$ cat src/rtl/midi_uart_tx.sv
// MIDI transmitter: sends 1-3 byte messages as 8N1 UART frames (LSB first, line idles high).
// Optional macro RUNNING_STATUS_EN: do not resend a channel status byte that matches the previous one.
module midi_uart_tx #(
    parameter int CLK_HZ = 25000000,
    parameter int BAUD   = 31250
) (
    input  logic       clk,
    input  logic       reset_n,
    input  logic       msg_valid,
    output logic       msg_ready,
    input  logic [7:0] msg_status,
    input  logic [6:0] msg_data1,
    input  logic [6:0] msg_data2,
    input  logic [1:0] msg_len,
    output logic       midi_out,
    output logic       busy,
    output logic       byte_done
);
    localparam int BIT_DIV = CLK_HZ / BAUD;
    localparam int CW = (BIT_DIV > 1) ? $clog2(BIT_DIV) : 1;
    localparam logic [CW-1:0] BAUD_LAST = CW'(BIT_DIV - 1);

    typedef enum logic [2:0] {IDLE, LOAD, START, DATA, STOP} state_t;

    state_t        state_reg, state_next;
    logic [CW-1:0] baud_reg, baud_next;
    logic [2:0]    bit_reg, bit_next;
    logic [7:0]    shift_reg, shift_next;
    logic          line_reg, line_next;
    logic          done_reg, done_next;
    logic [1:0]    remain_reg, remain_next;
    logic [7:0]    byte_reg [3];
    logic [7:0]    byte_next [3];
    logic          skip_status;
    logic          bit_end;

`ifdef RUNNING_STATUS_EN
    logic [7:0] last_status_reg, last_status_next;
    logic       is_channel, is_system_common;

    always_comb begin
        is_channel       = msg_status[7] && (msg_status[7:4] != 4'hF);
        is_system_common = (msg_status[7:3] == 5'b11110);
        skip_status      = is_channel && (msg_status == last_status_reg);
        last_status_next = last_status_reg;
        // Realtime and data-range status values leave the running status untouched
        if (msg_valid && (state_reg == IDLE)) begin
            if (is_channel)
                last_status_next = msg_status;
            else if (is_system_common)
                last_status_next = 8'h00;
        end
    end

    always_ff @(posedge clk or negedge reset_n) begin
        if (!reset_n)
            last_status_reg <= 8'h00;
        else
            last_status_reg <= last_status_next;
    end
`else
    assign skip_status = 1'b0;
`endif

    always_comb begin
        state_next  = state_reg;
        baud_next   = baud_reg;
        bit_next    = bit_reg;
        shift_next  = shift_reg;
        line_next   = line_reg;
        done_next   = 1'b0;
        remain_next = remain_reg;
        byte_next   = byte_reg;
        bit_end     = (baud_reg == BAUD_LAST);
        case (state_reg)
            IDLE: begin
                if (msg_valid) begin
                    state_next = LOAD;
                    if (skip_status) begin
                        byte_next[0] = {1'b0, msg_data1};
                        byte_next[1] = {1'b0, msg_data2};
                        byte_next[2] = 8'h00;
                        remain_next  = (msg_len == 2'd0) ? 2'd0 : msg_len - 2'd1;
                    end else begin
                        byte_next[0] = msg_status;
                        byte_next[1] = {1'b0, msg_data1};
                        byte_next[2] = {1'b0, msg_data2};
                        remain_next  = msg_len;
                    end
                end
            end
            LOAD: begin
                if (remain_reg == 2'd0) begin
                    state_next = IDLE;
                end else begin
                    // Pop the byte queue; the start bit is driven from the next cycle on
                    shift_next   = byte_reg[0];
                    byte_next[0] = byte_reg[1];
                    byte_next[1] = byte_reg[2];
                    remain_next  = remain_reg - 2'd1;
                    baud_next    = '0;
                    line_next    = 1'b0;
                    state_next   = START;
                end
            end
            START: begin
                if (bit_end) begin
                    baud_next  = '0;
                    bit_next   = 3'd0;
                    line_next  = shift_reg[0];
                    state_next = DATA;
                end else begin
                    baud_next = baud_reg + 1'b1;
                end
            end
            DATA: begin
                if (bit_end) begin
                    baud_next = '0;
                    if (bit_reg == 3'd7) begin
                        line_next  = 1'b1;
                        state_next = STOP;
                    end else begin
                        bit_next   = bit_reg + 3'd1;
                        shift_next = {1'b0, shift_reg[7:1]};
                        line_next  = shift_reg[1];
                    end
                end else begin
                    baud_next = baud_reg + 1'b1;
                end
            end
            STOP: begin
                if (bit_end) begin
                    baud_next  = '0;
                    done_next  = 1'b1;
                    state_next = (remain_reg == 2'd0) ? IDLE : LOAD;
                end else begin
                    baud_next = baud_reg + 1'b1;
                end
            end
            default: state_next = IDLE;
        endcase
    end

    always_ff @(posedge clk or negedge reset_n) begin
        if (!reset_n) begin
            state_reg  <= IDLE;
            baud_reg   <= '0;
            bit_reg    <= 3'd0;
            shift_reg  <= 8'h00;
            line_reg   <= 1'b1;
            done_reg   <= 1'b0;
            remain_reg <= 2'd0;
        end else begin
            state_reg  <= state_next;
            baud_reg   <= baud_next;
            bit_reg    <= bit_next;
            shift_reg  <= shift_next;
            line_reg   <= line_next;
            done_reg   <= done_next;
            remain_reg <= remain_next;
        end
    end

    generate
        for (genvar gi = 0; gi < 3; gi++) begin : g_byte_buf
            always_ff @(posedge clk or negedge reset_n) begin
                if (!reset_n)
                    byte_reg[gi] <= 8'h00;
                else
                    byte_reg[gi] <= byte_next[gi];
            end
        end
    endgenerate

    assign midi_out  = line_reg;
    assign msg_ready = (state_reg == IDLE);
    assign busy      = (state_reg != IDLE);
    assign byte_done = done_reg;
endmodule
$ cat config.mk
export PLATFORM = sky130hd
export DESIGN_NAME = midi_uart_tx
export DESIGN_NICKNAME = d
export VERILOG_FILES = /design/src/rtl/midi_uart_tx.sv
export SDC_FILE = /design/constraint.sdc
export NUM_CORES = 1
export LEC_CHECK = 0
export CELL_PAD_IN_SITES_DETAIL_PLACEMENT = 1
export CELL_PAD_IN_SITES_GLOBAL_PLACEMENT = 2
export CORE_MARGIN = 8
export CORE_UTILIZATION = 27
export CTS_CLUSTER_SIZE = 10
export DETAILED_ROUTE_END_ITERATION = 8
export MAX_ROUTING_LAYER = met4
export PLACE_DENSITY = 0.67
export SYNTH_ARGS = -nofsm -noshare
export SYNTH_HDL_FRONTEND = slang
export SYNTH_SLANG_ARGS = --single-unit
$ cat constraint.sdc
create_clock -name clk -period 3.2 [get_ports clk]
set_clock_uncertainty 0.05 [all_clocks]
set_input_delay 0.48 -clock clk [delete_from_list [all_inputs] [get_ports clk]]
set_output_delay 0.48 -clock clk [all_outputs]
set_load 0.02 [all_outputs]
=== After elaboration in Yosys (flattened, before gate mapping) ===
Index checks and enable logic that the tools add are counted.
W data, S select, Z words.

* Input bits: 27
* Flip-flop bits (word level): 51
* Output and inout bits: 4
* Logic and storage cells: 74

* Reductions and logical operators: 16
* Add/sub/neg operators: 3
* Equality and inequality tests: 13
* Muxes and demuxes: 32

{| class="wikitable"
|+ Operators with widths
! operator !! number
|-
| $pmux W16 S2 || 1
|-
| $mux W24 || 1
|-
| $mux W3 || 8
|-
| $mux W8 || 3
|-
| $mux W10 || 2
|-
| $pmux W10 S2 || 1
|-
| $mux W16 || 1
|-
| $pmux W8 S2 || 1
|-
| $pmux W3 S5 || 1
|-
| $ne A2 B2 Y1 const B || 7
|-
| $reduce_and A4 Y1 || 3
|-
| $add A10 B1 Y10 const B || 1
|-
| $eq A10 B10 Y1 const B || 1
|-
| $reduce_bool A2 Y1 || 4
|-
| $mux W1 || 7
|-
| $eq A3 B2 Y1 const B || 2
|-
| $eq A3 B3 Y1 const B || 2
|-
| $mux W2 || 3
|-
| $pmux W3 S2 || 1
|-
| $reduce_bool A3 Y1 || 2
|-
| $reduce_and A5 Y1 || 1
|-
| $pmux W2 S2 || 1
|-
| $reduce_and A2 Y1 || 2
|-
| $add A3 B1 Y3 const B || 1
|-
| 7 further kinds || 7
|}

=== Depth between registers and ports, before layout ===
Gate-level depths: netlist (run 1).

* Depth after elaboration: 4
* Gate-level depth with buffers: 7

=== Worst setup path before layout (run 1) ===
No wires, ideal clock.

* Path kind: reg-to-output
* From: reg state_reg[2]
* To: out busy
* Arrival: 1.503 ns
* Required time: 2.670 ns
* Cell stages (with the launch flop): 5
* Path buffers: 2
* Setup slack: 1.167 ns
* Cell sequence: dfrtp_1 -> buf_2 -> clkbuf_1 -> nor3_1 -> inv_1

* Cells in the longest elaborated chain, start to end: 1

{| class="wikitable"
|+ Ends and longest elaborated chain
! item !! RTL line !! source
|-
| start, declared || 25 || <nowiki>state_t state_reg, state_next;</nowiki>
|-
| start signal, assigned || 154 || <nowiki>state_reg <= state_next;</nowiki>
|-
| $reduce_bool A3 Y1 || 177 || <nowiki>assign busy = (state_reg != IDLE);</nowiki>
|-
| end, declared || 16 || <nowiki>output logic busy,</nowiki>
|}

No other way between the ends.

=== Worst setup path in the final report (run 1) ===
* From: reg state_reg[2]
* To: out msg_ready

* Cells in the longest elaborated chain, start to end: 1

{| class="wikitable"
|+ Ends and longest elaborated chain
! item !! RTL line !! source
|-
| $logic_not A3 Y1 || 176 || <nowiki>assign msg_ready = (state_reg == IDLE);</nowiki>
|-
| end, declared || 10 || <nowiki>output logic msg_ready,</nowiki>
|}

No other way between the ends.

==> results.tsv, run 1 <==
metric	value	unit
die area	12900	sq um
Synth Cell Area	2570	sq um
Synth Warn #	0	
ANT cells	0	
CP cell instances	nor3_1 -> clkdlybuf4s50_1	
Synth Flop Type	dfrtp_1	
area occupied by multi-input gates	1220	sq um
syn nets	281	
placed cell count	401	
Synth Register Bits	50	
critical path type	reg -> out	
half-perimeter wire length after placement	4500	um
Inserted Clock Buffers	5	
f_max	408	MHz
initial antenna violation count	0	
Reg area	1250	sq um
Top delay family on crit path	buffers and inverters	
required time of the critical path	2.67	ns
Mean Syn Cell Area	10.3	sq um
pin count of the biggest net entering global routing	40	
Die Span Y	114	um
Area Overhead vs Synth	20.0	%
VDD IR max	0.000208	V
nets	310	
Final setup violation count	0	
fillcell total	1071	
Tmin final	2.45	ns
RSZ-0062 raised after global routing	no	
Detailed Routing Iterations Pass 1	4	
EDFF count, synth	0	
Hold Vio Cnt, Final	0	
gr ovfl total	0	
sequential fraction of the synthesis area	0.487	
hold-fix buffer count after cts	0	
gate count of the mapped netlist	250	
ys async rst share	1.00	
Die W	114	um
crit-path max cell delay	0.66	ns
Setup crit end kind	output pin	
max reg flops	22	
vias in the first global route	2201	
Slowest-stage cell, CP	clkdlybuf4s50_1	
GP Congestion	0.684	
Max Root-Sink Buffers	2	
# resized after CTS	0	
num rows	35	
relative max-transition margin	0.389	
vias per cell	4.81	
H-tree depth	2	
DR WL/cell	15.2	um
synth unique cells	47	
most frequent cell after synthesis	dfrtp_1	
clk sinks	50	
Fin Setup TNS	0	ns
Worst-Skew Late Latency	0.30	ns
max cap viols	0	
CTS tree	yes	
drt initial violations	67	
Tcrit/Tclk final	0.766	
GRT Overall Usage	0.108	
most area-hungry cell type in the Yosys netlist	dfrtp_1	
pwr dens	616	nW/um^2
P_leak	1.31	nW
fin util	0.334	
# IOs	31	
actual slew at the worst max-slew pin	0.916	ns
core box area	9240	sq um
Via Count	1966	
Final Power	1.90	mW
Tightest Hold Check Type	in -> async	
CTS root buffer	clkbuf_8	
Setup Buffers After CTS	0	
top-area cell type share of the netlist area	0.476	
Buffers & Inverters on Critical Path	1	
PortBufs	30	
final wirelength	6220	um
WP data arrival	1.92	ns
Setup crit start kind	flop	
share of layout cells above drive strength 1	0.150	
critical-path maximum fanout	17	
Final Max Slew Viols	0	
Reg clk slew, reported paths	0.10	ns
smallest hold slack	0.253	ns
first-pass GRT wire length	11000	um
# DRC	0	
non-filler instance count after layout	409	
Area contributors post-synth	dfrtp_1, mux2_2, and3_1, a21oi_1, nand2_1	
outcome	finished clean	
top cells by count, synth	dfrtp_1, nand2_1, a21oi_1, mux2_2, o21ai_1	
Routed Antenna Nets	0	
initial cell density of the core	0.279	
==> path summary, 6_finish.rpt <==
path | from | slack (ns) | endpoint | cells after the start
setup / recovery | state_reg[2]$_DFFE_PN0P_ | 0.75 | msg_ready | 2
max in group asynchronous | reset_n | 2.19 | shift_reg[6]$_DFFE_PN0P_ | 2
hold / removal | reset_n | 0.25 | baud_reg[7]$_DFFE_PN0P_ | 1
hold reg to reg | byte_reg[13]$_DFFE_PN0P_ | 0.45 | byte_reg[13]$_DFFE_PN0P_ | 2
min in group clk | byte_reg[13]$_DFFE_PN0P_ | 0.45 | byte_reg[13]$_DFFE_PN0P_ | 2
setup reg to reg | state_reg[1]$_DFFE_PN0P_ | 1.01 | baud_reg[3]$_DFFE_PN0P_ | 5
==> area by class of cell <==
type                       count  share of cell area
sequential                    50               0.406
tap                          129              0.0523
clock buffer                   5              0.0223
clock inverter                 3             0.00689
multi-input combinational    181               0.395
inverter                       4             0.00486
timing repair buffer          37               0.113
==> placed cells by master, fill, tap and decap left out, types with 5 or more instances in the layout <==
cell type        instances
nand3_1                 10
o21ai_1                 18
and3_1                  17
nand2_1                 27
dfrtp_1                 49
a21oi_1                 21
clkdlybuf4s50_1         29
mux2_2                  20
buf_4                    7
nor2_1                   7
clkbuf_8                 5
==> report_power, final <==
group	internal, mW	leakage [nW]	switching (mW)	total [mW]
logic	0.268	0.622	0.232	0.500
registers	0.842	0.644	0.179	1.02
clock network	0.154	0.0441	0.228	0.382
==> routing by layer <==
layer | track usage | wire length (um) | vias up
met1 | 0.141 | 3220 | 954
met2 | 0.167 | 2750 | 34
met5 | - | 0 | -
met4 | 0.0240 | 42 | 0
met3 | 0.0232 | 205 | 4
li1 | - | - | 974
==> kinds of logic (layout without fill, tap and decap cells) <==
family / Yosys count / after routing / share of synthesized area
simple gates: 89 / 89 / 0.194
compound gates: 63 / 63 / 0.155
flops: 50 / 50 / 0.487
mux: 22 / 22 / 0.0958
buf+inv: 19 / 49 / 0.0389
fa+ha+maj: 4 / 4 / 0.0194
xor+xnor: 3 / 3 / 0.0102
==> metrics by stage <==
step           area (sq um)  setup WS, ns
6_report               3090         0.749
5_1_grt                3090         0.618
4_1_cts                3090         0.719
3_5_place_dp           3000         0.940
3_3_place_gp           3000         0.978
2_1_floorplan          2570          1.17
No activity file was read; power rests on OpenSTA's default activity.
==> inputs of run 2 (changes only) <==
==> constraint.sdc (replaced) <==
create_clock -name clk -period 2.5 [get_ports clk]
set_clock_uncertainty 0.05 [all_clocks]
set_input_delay 0.375 -clock clk [delete_from_list [all_inputs] [get_ports clk]]
set_output_delay 0.375 -clock clk [all_outputs]
set_load 0.02 [all_outputs]
==> results.tsv, run 2 (synthesis results as in run 1) <==
metric	value	unit	change
outcome	finished clean		
Area Overhead vs Synth	20.4	%	
f_max	426	MHz	
Setup Buffers After CTS	0		unchanged
crit-path max cell delay	0.66	ns	about the same
Worst-Skew Late Latency	0.31	ns	about the same
GP Congestion	0.679		-0.76%
Max Root-Sink Buffers	2		unchanged
Via Count	1937		-1.5%
Reg clk slew, reported paths	0.09	ns	about the same
vias per cell	4.74		-1.5%
most frequent cells in the layout	dfrtp_1, clkdlybuf4s50_1, nand2_1, a21oi_1, mux2_2		
CTS tree	yes		
Final WS setup	0.155	ns	-0.595 ns
# DRC	0		unchanged
CTS root buffer	clkbuf_8		
# resized after CTS	0		unchanged
hold-fix buffer count after cts	0		unchanged
actual slew at the worst max-slew pin	0.754	ns	-0.162 ns
PortBufs	30		unchanged
Tcrit/Tclk final	0.938		
Tmin final	2.35	ns	
Setup crit end kind	output pin		
initial cell density of the core	0.279		unchanged
max reg flops	22		unchanged
Fin Setup TNS	0	ns	unchanged
die area	12900	sq um	unchanged
half-perimeter wire length after placement	4400	um	-2.3%
Final Max Slew Viols	0		unchanged
CP cell instances	nor3_1 -> clkdlybuf4s50_1		
Post-Place Worst Slack	0.336	ns	-0.604 ns
Die W	114	um	unchanged
Slowest-stage cell, CP	clkdlybuf4s50_1		
commonest non-fill, non-tap cell in the layout	dfrtp_1		
pin count of the biggest net entering global routing	51		+28%
share of layout cells above drive strength 1	0.157		+0.00714
fillcell total	1070		-0.093%
vias in the first global route	2138		-2.9%
final wirelength	6210	um	-0.11%
reg2reg end	baud_reg[9]$_DFFE_PN0P_		
drt initial violations	41		-39%
Routed Antenna Nets	0		unchanged
internal reg-to-reg setup slack	0.38	ns	-0.63 ns
ANT cells	0		unchanged
initial antenna violation count	0		unchanged
RSZ-0062 raised after global routing	no		
Detailed Routing Iterations Pass 1	4		unchanged
Final setup violation count	0		unchanged
Inserted Clock Buffers	5		unchanged
max cap viols	0		unchanged
nets	310		unchanged
# IOs	31		unchanged
pwr dens	790	nW/um^2	+28%
FF-to-FF Start	state_reg[1]$_DFFE_PN0P_		
critical path type	reg -> out		
DR WL/cell	15.2	um	-0.11%
num rows	35		unchanged
Final Power	2.45	mW	+29%
WP data arrival	1.92	ns	about the same
gr ovfl total	0		unchanged
non-filler instance count after layout	409		unchanged
clk sinks	50		unchanged
cell depth of the worst flop-to-flop path	5		unchanged
Buffers & Inverters on Critical Path	1		unchanged
Die Span Y	114	um	unchanged
Setup crit start kind	flop		
relative max-transition margin	0.498		+0.108
first-pass GRT wire length	11000	um	+0.37%
required time of the critical path	2.08	ns	-0.59 ns
VDD IR max	0.000289	V	+39%
H-tree depth	2		unchanged
Tightest Hold Check Type	in -> async		
placed cell count	401		unchanged
critical-path maximum fanout	17		unchanged
GRT Overall Usage	0.108		-0.000342
P_leak	1.31	nW	about the same
core box area	9240	sq um	unchanged
Top delay family on crit path	buffers and inverters		
Hold Vio Cnt, Final	0		unchanged
run 2: cell types whose count changed in the layout (fill, tap and decap cells not counted), sizes merged:
cell,before,now
clkinv,2,0
clkbuf,5,6
inv,4,5
run 2: metrics by stage:
step,hold slack [ns],util,area (sq um)
after global placement,0.418,0.324,3000
final,0.113,0.335,3100
after CTS,0.159,0.335,3100
after detailed placement,0.428,0.324,3000
after floorplan,0.0294,-,2570
after global routing,0.176,0.335,3100
run 2: area by class of cell:
| cell class | count | area, sq um | area share |
|---|---|---|---|
| Sequential cell | 50 | 1250 | 0.405 |
| Multi-Input combinational cell | 181 | 1220 | 0.394 |
| Timing Repair Buffer | 37 | 348 | 0.112 |
| Tap cell | 129 | 161 | 0.0521 |
| Clock buffer | 6 | 82.6 | 0.0266 |
| Clock inverter | 2 | 16.3 | 0.00525 |
| Inverter | 4 | 15.0 | 0.00484 |
run 2: worst reg2reg max path, cell delays in order, from the launching register on:
cell     delay [ns]
dfrtp_1        0.64
o21ai_1        0.38
o31ai_2        0.13
buf_4          0.20
or4b_1         0.51
a21oi_1        0.15
run 2: report_power, final:
group | leakage [nW] | internal (mW) | switching (mW) | total [mW]
combinational | 0.621 | 0.340 | 0.287 | 0.627
sequential | 0.641 | 1.08 | 0.227 | 1.31
clock | 0.0478 | 0.229 | 0.288 | 0.516
run 2: how the worst max path moves through the flow:
stage / depth (start not counted) / end / slack [ns] / from
floorplan: 4 / busy / 0.57 / state_reg[2]$_DFFE_PN0P_
global placement: 4 / byte_reg[22]$_DFFE_PN0P_ / 0.39 / state_reg[0]$_DFFE_PN0P_
detailed placement: 4 / baud_reg[5]$_DFFE_PN0P_ / 0.34 / state_reg[1]$_DFFE_PN0P_
CTS: 2 / msg_ready / 0.10 / state_reg[2]$_DFFE_PN0P_
global route: 2 / msg_ready / 0.02 / state_reg[1]$_DFFE_PN0P_
finish: 2 / msg_ready / 0.15 / state_reg[1]$_DFFE_PN0P_
run 2: per-layer routing:
metal | track usage | part of all wire
met3 | 0.0259 | 0.029
met5 | - | 0
met1 | 0.145 | 0.53
met4 | 0.0240 | 0.0061
met2 | 0.159 | 0.43
